<file path="src/rtl/hack_pkg.sv">
// Shared definitions for the Hack CPU front end.
// Holds the Hack instruction field positions, the fetch FSM state
// encoding and the default address/data widths. Files that use it
// pull it in with import hack_pkg::*.
package hack_pkg;

  localparam int HACK_ADDR_W = 15;
  localparam int HACK_DATA_W = 16;

  // Hack instruction fields
  localparam int I_CINSTR = 15;  // 1 = C-instruction, 0 = A-instruction
  localparam int J1       = 2;   // jump if out < 0
  localparam int J2       = 1;   // jump if out == 0
  localparam int J3       = 0;   // jump if out > 0

  typedef enum logic [1:0] {
    IDLE  = 2'd0,
    FETCH = 2'd1,
    ISSUE = 2'd2
  } fetch_state_e;

endpackage

</file>
<file path="src/rtl/hack_fetch_unit_if.sv">
// Instruction ROM request/valid bus.
//   rom_req   : fetch request, held until rom_valid is seen
//   rom_addr  : fetch address
//   rom_valid : rom_data is valid this cycle
//   rom_data  : instruction word
// master = fetch unit side, slave = ROM side.
interface hack_fetch_unit_if #(
  parameter int ADDR_W = hack_pkg::HACK_ADDR_W,
  parameter int DATA_W = hack_pkg::HACK_DATA_W
) ();

  logic              rom_req;
  logic [ADDR_W-1:0] rom_addr;
  logic              rom_valid;
  logic [DATA_W-1:0] rom_data;

  modport master (
    output rom_req,
    output rom_addr,
    input  rom_valid,
    input  rom_data
  );

  modport slave (
    input  rom_req,
    input  rom_addr,
    output rom_valid,
    output rom_data
  );

endinterface

</file>
<file path="src/rtl/hack_jump_eval.sv">
// Combinational jump resolution for a Hack instruction.
//   instr : instruction being retired
//   zr    : ALU output == 0
//   ng    : ALU output < 0
//   taken : 1 when the next PC comes from the A register
// A-instructions never jump; for C-instructions the j1/j2/j3 bits
// select the lt/eq/gt conditions, so 111 is unconditional and 000 never.
module hack_jump_eval
  import hack_pkg::*;
(
  input  logic [HACK_DATA_W-1:0] instr,
  input  logic                   zr,
  input  logic                   ng,
  output logic                   taken
);

  logic cond;

  assign cond  = (instr[J1] & ng)
               | (instr[J2] & zr)
               | (instr[J3] & ~zr & ~ng);
  assign taken = instr[I_CINSTR] & cond;

  // Only the type bit and the jump field matter here.
  logic unused_fields;
  assign unused_fields = ^instr[I_CINSTR-1:J1+1];

endmodule

</file>
<file path="src/rtl/hack_fetch_unit.sv">
// Hack CPU instruction fetch / program counter stage.
//   clk, reset_n : clock, asynchronous active-low reset
//   run          : level enable; when low the unit parks in IDLE once
//                  the current instruction has retired
//   rom          : ROM request/valid bus (master side)
//   instr        : instruction register feeding the decoder
//   instr_valid  : instr holds an unretired instruction
//   exec_ack     : execute side retires instr this cycle
//   zr, ng       : ALU flags, sampled in the exec_ack cycle
//   a_val        : A register contents, the jump target
//   pc           : address of the instruction being fetched or held
// Flow: IDLE -> FETCH (request until rom_valid) -> ISSUE (hold until
// exec_ack, then update pc) -> FETCH or IDLE. All outputs are flops.
// Only the 16-bit Hack encoding is supported for DATA_W.
module hack_fetch_unit
  import hack_pkg::*;
#(
  parameter int ADDR_W = HACK_ADDR_W,
  parameter int DATA_W = HACK_DATA_W
) (
  input  logic                  clk,
  input  logic                  reset_n,
  input  logic                  run,
  hack_fetch_unit_if.master     rom,
  output logic [DATA_W-1:0]     instr,
  output logic                  instr_valid,
  input  logic                  exec_ack,
  input  logic                  zr,
  input  logic                  ng,
  input  logic [ADDR_W-1:0]     a_val,
  output logic [ADDR_W-1:0]     pc
);

  localparam logic [1:0] ST_IDLE  = IDLE;
  localparam logic [1:0] ST_FETCH = FETCH;
  localparam logic [1:0] ST_ISSUE = ISSUE;

  logic [1:0]        state_q, state_d;
  logic              rom_req_q;
  logic              instr_valid_q;
  logic [DATA_W-1:0] instr_q;
  logic [ADDR_W-1:0] pc_q, pc_d;
  logic              taken;
  logic              fetch_done;
  logic              retire;

  assign fetch_done = (state_q == ST_FETCH) & rom.rom_valid;
  assign retire     = (state_q == ST_ISSUE) & exec_ack;

  hack_jump_eval u_jump_eval (
    .instr (instr_q),
    .zr    (zr),
    .ng    (ng),
    .taken (taken)
  );

  // Natural overflow gives the 0x7FFF -> 0x0000 wrap.
  assign pc_d = taken ? a_val : pc_q + ADDR_W'(1);

  always_comb begin
    // NOTE: default assignment first so no path leaves state_d unassigned (no latch).
    state_d = state_q;
    case (state_q)
      ST_IDLE:  if (run)           state_d = ST_FETCH;
      ST_FETCH: if (rom.rom_valid) state_d = ST_ISSUE;
      ST_ISSUE: if (exec_ack)      state_d = run ? ST_FETCH : ST_IDLE;
      default:                     state_d = ST_IDLE;
    endcase
  end

  // NOTE: sequential state uses non-blocking assignments so every flop sees pre-edge values.
  always_ff @(posedge clk or negedge reset_n) begin
    if (!reset_n) begin
      state_q       <= ST_IDLE;
      rom_req_q     <= 1'b0;
      instr_valid_q <= 1'b0;
      instr_q       <= '0;
      pc_q          <= '0;
    end else begin
      state_q       <= state_d;
      // Strobes are registered from the next state so they line up
      // with the state they describe and never glitch.
      rom_req_q     <= (state_d == ST_FETCH);
      instr_valid_q <= (state_d == ST_ISSUE);
      if (fetch_done) instr_q <= rom.rom_data;
      if (retire)     pc_q    <= pc_d;
    end
  end

  assign rom.rom_req  = rom_req_q;
  // pc only changes on retire, so it is already stable while requesting.
  assign rom.rom_addr = pc_q;
  assign instr        = instr_q;
  assign instr_valid  = instr_valid_q;
  assign pc           = pc_q;

endmodule

</file>
<file path="src/flat_wrapper.sv">
// flat-port wrapper written by rule: the top's interface ports become plain ports
module hack_fetch_unit_flat import hack_pkg::*;
#(
  parameter int ADDR_W = HACK_ADDR_W,
  parameter int DATA_W = HACK_DATA_W
)
  (clk, reset_n, run, instr, instr_valid, exec_ack, zr, ng, a_val, pc, rom_rom_req, rom_rom_addr, rom_rom_valid, rom_rom_data);
  hack_fetch_unit_if #(.ADDR_W(ADDR_W), .DATA_W(DATA_W)) rom_i ();
  input  logic clk;
  input  logic reset_n;
  input  logic run;
  output logic [DATA_W-1:0] instr;
  output logic instr_valid;
  input  logic exec_ack;
  input  logic zr;
  input  logic ng;
  input  logic [ADDR_W-1:0] a_val;
  output logic [ADDR_W-1:0] pc;
  output wire logic [$bits(rom_i.rom_req)-1:0] rom_rom_req;
  output wire logic [$bits(rom_i.rom_addr)-1:0] rom_rom_addr;
  input wire logic [$bits(rom_i.rom_valid)-1:0] rom_rom_valid;
  input wire logic [$bits(rom_i.rom_data)-1:0] rom_rom_data;
  assign rom_rom_req = rom_i.rom_req;
  assign rom_rom_addr = rom_i.rom_addr;
  assign rom_i.rom_valid = rom_rom_valid;
  assign rom_i.rom_data = rom_rom_data;
  hack_fetch_unit #(.ADDR_W(ADDR_W), .DATA_W(DATA_W)) u_core (.clk(clk), .reset_n(reset_n), .run(run), .rom(rom_i), .instr(instr), .instr_valid(instr_valid), .exec_ack(exec_ack), .zr(zr), .ng(ng), .a_val(a_val), .pc(pc));
endmodule
</file>
<file path="config.mk">
export PLATFORM = sky130hd
export DESIGN_NAME = hack_fetch_unit_flat
export DESIGN_NICKNAME = d
export VERILOG_FILES = /design/src/rtl/hack_pkg.sv /design/src/rtl/hack_fetch_unit_if.sv /design/src/rtl/hack_jump_eval.sv /design/src/rtl/hack_fetch_unit.sv /design/src/flat_wrapper.sv
export SDC_FILE = /design/constraint.sdc
export NUM_CORES = 1
export LEC_CHECK = 0
export CORE_MARGIN = 2
export CORE_UTILIZATION = 42
export DETAILED_ROUTE_END_ITERATION = 12
export GPL_ROUTABILITY_DRIVEN = 0
export PLACE_DENSITY = 0.8
export SYNTH_ARGS = -nofsm -noshare
export SYNTH_HDL_FRONTEND = slang
export SYNTH_SLANG_ARGS = --single-unit
</file>
<file path="constraint.sdc">
create_clock -name clk -period 1.75 [get_ports clk]
set_clock_uncertainty 0.05 [all_clocks]
set_input_delay 0.175 -clock clk [delete_from_list [all_inputs] [get_ports clk]]
set_output_delay 0.175 -clock clk [all_outputs]
set_load 0.005 [all_outputs]
</file>
Word level (Yosys, flattened, before mapping)
Index checks and enable logic that the tools add are counted.

operators by class
  shift-type cells = 0
  reduce and logical (&&, ||, !) cells = 1
  bitwise logic cells = 11
  add/subtract/negate cells = 1
  equal/unequal tests = 4
  muxes and demuxes = 6
  div/mod/pow operators = 0
  multipliers = 0
  magnitude comparators = 0

operators with widths
  kind                     count
  $add A15 B1 Y15 const B  1
  $mux W15                 1
  $and A1 B1 Y1            7
  $mux W2                  3
  $pmux W2 S3              1
  $eq A2 B1 Y1 const B     2
  $eq A2 B2 Y1 const B     2
  $logic_not A2 Y1         1
  $not A1 Y1               2
  $or A1 B1 Y1             2
  $mux W1                  1

word-level totals
  word-level logic and storage cells = 28
  memory bits (read-only) = 0
  output and inout bits = 48
  register bits after elaboration = 35
  RAM bits = 0
  memories kept = 0
  bits in latches = 0

Longest topological paths before layout
  depth in word-level cells = 6
  gate-level depth with buffers = 6

By module
A second synthesis with hierarchy kept.

unflattened totals
  cells, all modules = 176
  area total of the unflattened synthesis = 1898.1 µm²

modules (own cells, without submodules)
  module           area each (µm²)  cells each  sequential area each (µm²)  times used
  hack_fetch_unit  1874.3           173         875.8                       1
  hack_jump_eval   23.8             3           0.0                         1

Least setup slack after synthesis
OpenSTA, ideal clock, no wires.

  path type = register -> register
  from = reg u_core.pc_q[0], in the netlist u_core.pc[0]
  to = reg u_core.pc_q[14], in the netlist u_core.pc[14]
  arrival time = 1.361 ns
  stages on the path, launching flop included = 6
  clock period less this slack = 1.498 ns
  buffers on the path = 0
  setup slack = 0.252 ns
  required time = 1.613 ns
  cells stage by stage = dfrtp_1 > ha_1 > nand4_1 > nor4_1 > o21ai_0 > a211oi_2

between the ends
  longest elaborated chain between the ends = 2

ends and longest elaborated chain
  element                   line                   RTL
  start: declaration        hack_fetch_unit.sv:42  logic [ADDR_W-1:0] pc_q, pc_d;
  start signal: assignment  hack_fetch_unit.sv:86  if (retire) pc_q <= pc_d;
  $add A15 B1 Y15           hack_fetch_unit.sv:58  assign pc_d = taken ? a_val : pc_q + ADDR_W'(1);
  $mux W15                  hack_fetch_unit.sv:58

Every way passes these cells.
A chain may end at the register's enable or synchronous reset.

Worst setup path after layout
  from = reg u_core.pc_q[2], in the netlist u_core.pc[2]
  to = out pc[2]

RTL lines
  element           line                RTL
  end: declaration  flat_wrapper.sv:18  output logic [ADDR_W-1:0] pc;

No word-level cell between the ends.

==> flow_metrics.env <==
export IMPL_synth_edf_count=0
export IMPL_worst_pin_slew_ns=0.4490
export IMPL_grt_util_met1=0.2164
export IMPL_placed_area_sq_um=2859
export IMPL_dieArea_sq_um=5237
export IMPL_vdd_drop_max_v=0.0009725
export IMPL_async_reset_ff_frac=1.000
export IMPL_synth_common_cells="dfrtp_1, buf_4, mux2_2"
export IMPL_synth_area_sq_um=1963
export IMPL_grt_use_total=0.2003
export IMPL_status="finished clean"
export IMPL_routed_wl_mm=5.035
export IMPL_fin_total_pwr_mw=4.753
export IMPL_cts_root_buf="clkbuf_8"
export IMPL_clkSinkCount=35
export IMPL_ios=86
export IMPL_ctsResizeCount=0
export IMPL_dp_slack_ns=-0.03029
export IMPL_reg2reg_depth=5
export IMPL_ant_nets=0
export IMPL_nets=306
export IMPL_yosysSeqAreaShare=0.4461
export IMPL_grt_overflow_total=0
export IMPL_synth_top_area_share=0.4461
export IMPL_setup_ws_ns=0.1237
export IMPL_timing_hold_ws_ns=0.3948
export IMPL_postCtsSetupRepairBufs=0
export IMPL_hold_class="input port to asynchronous set/reset pin"
export IMPL_drc=0
export IMPL_crit_end="pc[2]"
export IMPL_dpl_hpwl_mm=3.795
export IMPL_synth_flop_cell="dfrtp_1"
export IMPL_core_sq_um=4414
export IMPL_max_slew_margin=0.7007
export IMPL_cp_start_kind="register"
export IMPL_max_freq_ghz=0.6149
export IMPL_ys_types=37
export IMPL_finalCriticalPeriod_ns=1.626
export IMPL_r2r_setup_slack_ns=0.20
export IMPL_setup_viol=0
export IMPL_synth_most_common_cell="dfrtp_1"
export IMPL_cts_clk_slew_worst_paths_ns=0.08
export IMPL_clkLatencyLatePin_ns=0.29
export IMPL_ys_seq_elements=35
export IMPL_fp_dieW_microns=72.37
export IMPL_htreeDepth=2
export IMPL_cp_max_fo=7
export IMPL_crit_path_start="u_core.pc[2]"
export IMPL_via_per_inst=5.297
export IMPL_cap_violations=0
export IMPL_cts_hold_buf=1
export IMPL_post_route_period_util=0.9293
export IMPL_clockBufferDepth=2
export IMPL_rsz0062_at_grt="false"
export IMPL_routedWlPerCell_microns=15.73
export IMPL_yosys_area_top_type="dfrtp_1"
export IMPL_power_leakage_nw=1.263
export IMPL_cts_made_buffers=5
export IMPL_drive_gt1_frac=0.1978
export IMPL_cts_tree="done"
export IMPL_fin_area_sq_um=2973
export IMPL_nFillCells=397
export IMPL_fp_dieH_microns=72.37
export IMPL_core_rowCount=24
export IMPL_synth_net_count=220
export IMPL_port_buffers=85
export IMPL_synth_area_leaders="dfrtp_1, mux2_2, buf_4"
export IMPL_final_util=0.6735
export IMPL_area_delta_synth_final_pct=51.43
export IMPL_vias=1695
export IMPL_drt_iter0_markers=53
export IMPL_path_class="register to output port"
export IMPL_start_util=0.4447
export IMPL_synth_cells=181
export IMPL_power_density_nw_per_um2=1599
export IMPL_yosys_warnings=0
export IMPL_grt_max_degree=36
export IMPL_antenna_cells=0
export IMPL_first_global_vias=1816
export IMPL_cp_end_kind="output port"
export IMPL_syn_avg_cell_area_sq_um=10.85
export IMPL_antenna_found_initial=0
export IMPL_required_ns=1.52
export IMPL_use_met2=0.3537
export IMPL_slew_viol_final=0
export IMPL_top_usage_layer="met2"
export IMPL_hold_violations=0
export IMPL_timing_rr_start="u_core.instr[2]"
export IMPL_cp_arrival_ns=1.40
export IMPL_grt_met3_usage=0.08056
export IMPL_grt_pass1_wl_mm=8.059
export IMPL_r2r_end="u_core.pc[8]"
export IMPL_dr_pass1_iters=4
[cells in the final DEF, fill, tap and decap left out, types with 2 or more instances in the layout]
master,n
clkdlybuf4s50_1,84
dfrtp_1,35
buf_4,17
mux2_2,16
nand2_1,13
mux2i_1,13
nand3_1,11
a21oi_1,9
a2bb2oi_1,8
o21ai_0,7
nand4_1,7
clkbuf_8,7
inv_1,5
nor4_1,3
nor2_1,2
and3_1,2
a22oi_1,2
and4_1,2
or3_1,2
nor3_1,2
buf_12,2
[cells by family (layout without fill, tap and decap cells)]
group	after synthesis	count (layout)	synth area share
adders and majority gates	1	1	0.006372
and+or+nand+nor	50	50	0.1428
buffers and inverters	31	118	0.1026
DFF	35	35	0.4461
AOI/OAI and AO/OA	35	35	0.1440
muxes	29	29	0.1581
[per-layer routing]
layer,wire (microns),part of all wire
met1,2051,0.41
met2,2398,0.48
met3,515,0.10
met4,69,0.014
met5,0,0
[worst min path at each step]
stage | slack [ns] | cells past startpoint | end | start
global placement | 0.19 | 2 | u_core.pc[5] | reset_n
detailed placement | 0.19 | 2 | u_core.pc[5] | reset_n
CTS | 0.42 | 3 | u_core.pc[5] | reset_n
global route | 0.45 | 3 | u_core.pc[5] | reset_n
finish | 0.39 | 3 | u_core.pc[5] | reset_n
floorplan | -0.17 | 0 | u_core.instr[0] | reset_n
[power by group]
group          internal, mW  switching [mW]
Combinational          1.64           0.886
Sequential             1.19           0.379
Clock                 0.358           0.294
Total                  3.19            1.56
[flip-flops by register name, summed over array words and instances (netlist names)]
name / count
u_core.rom.rom_req: 1
u_core.instr_valid: 1
u_core.instr: 16
u_core.state_q: 2
u_core.pc: 15
[area by class of cell]
class,count,area (sq um),share of cell area
flip-flops and latches,35,875.8,0.2946
clock buffers,7,96.34,0.03241
well taps,52,65.06,0.02189
repair buffers,105,1023,0.3443
multi-input cells,115,885.9,0.2980
inverters,5,18.77,0.006313
clock inverters,1,7.507,0.002525
[metrics by stage]
step | TNS [ns] | cells
floorplan | 0 | 181
global placement | 0 | 311
detailed placement | -0.1176 | 311
CTS | 0 | 320
global route | 0 | 320
finish | 0 | 320
[critical path, cell delays in order (launching register included)]
cell and delay, ns:
dfrtp_1 0.45, buf_4 0.17, clkdlybuf4s50_1 0.49
Power figures use the tool's default switching activity.
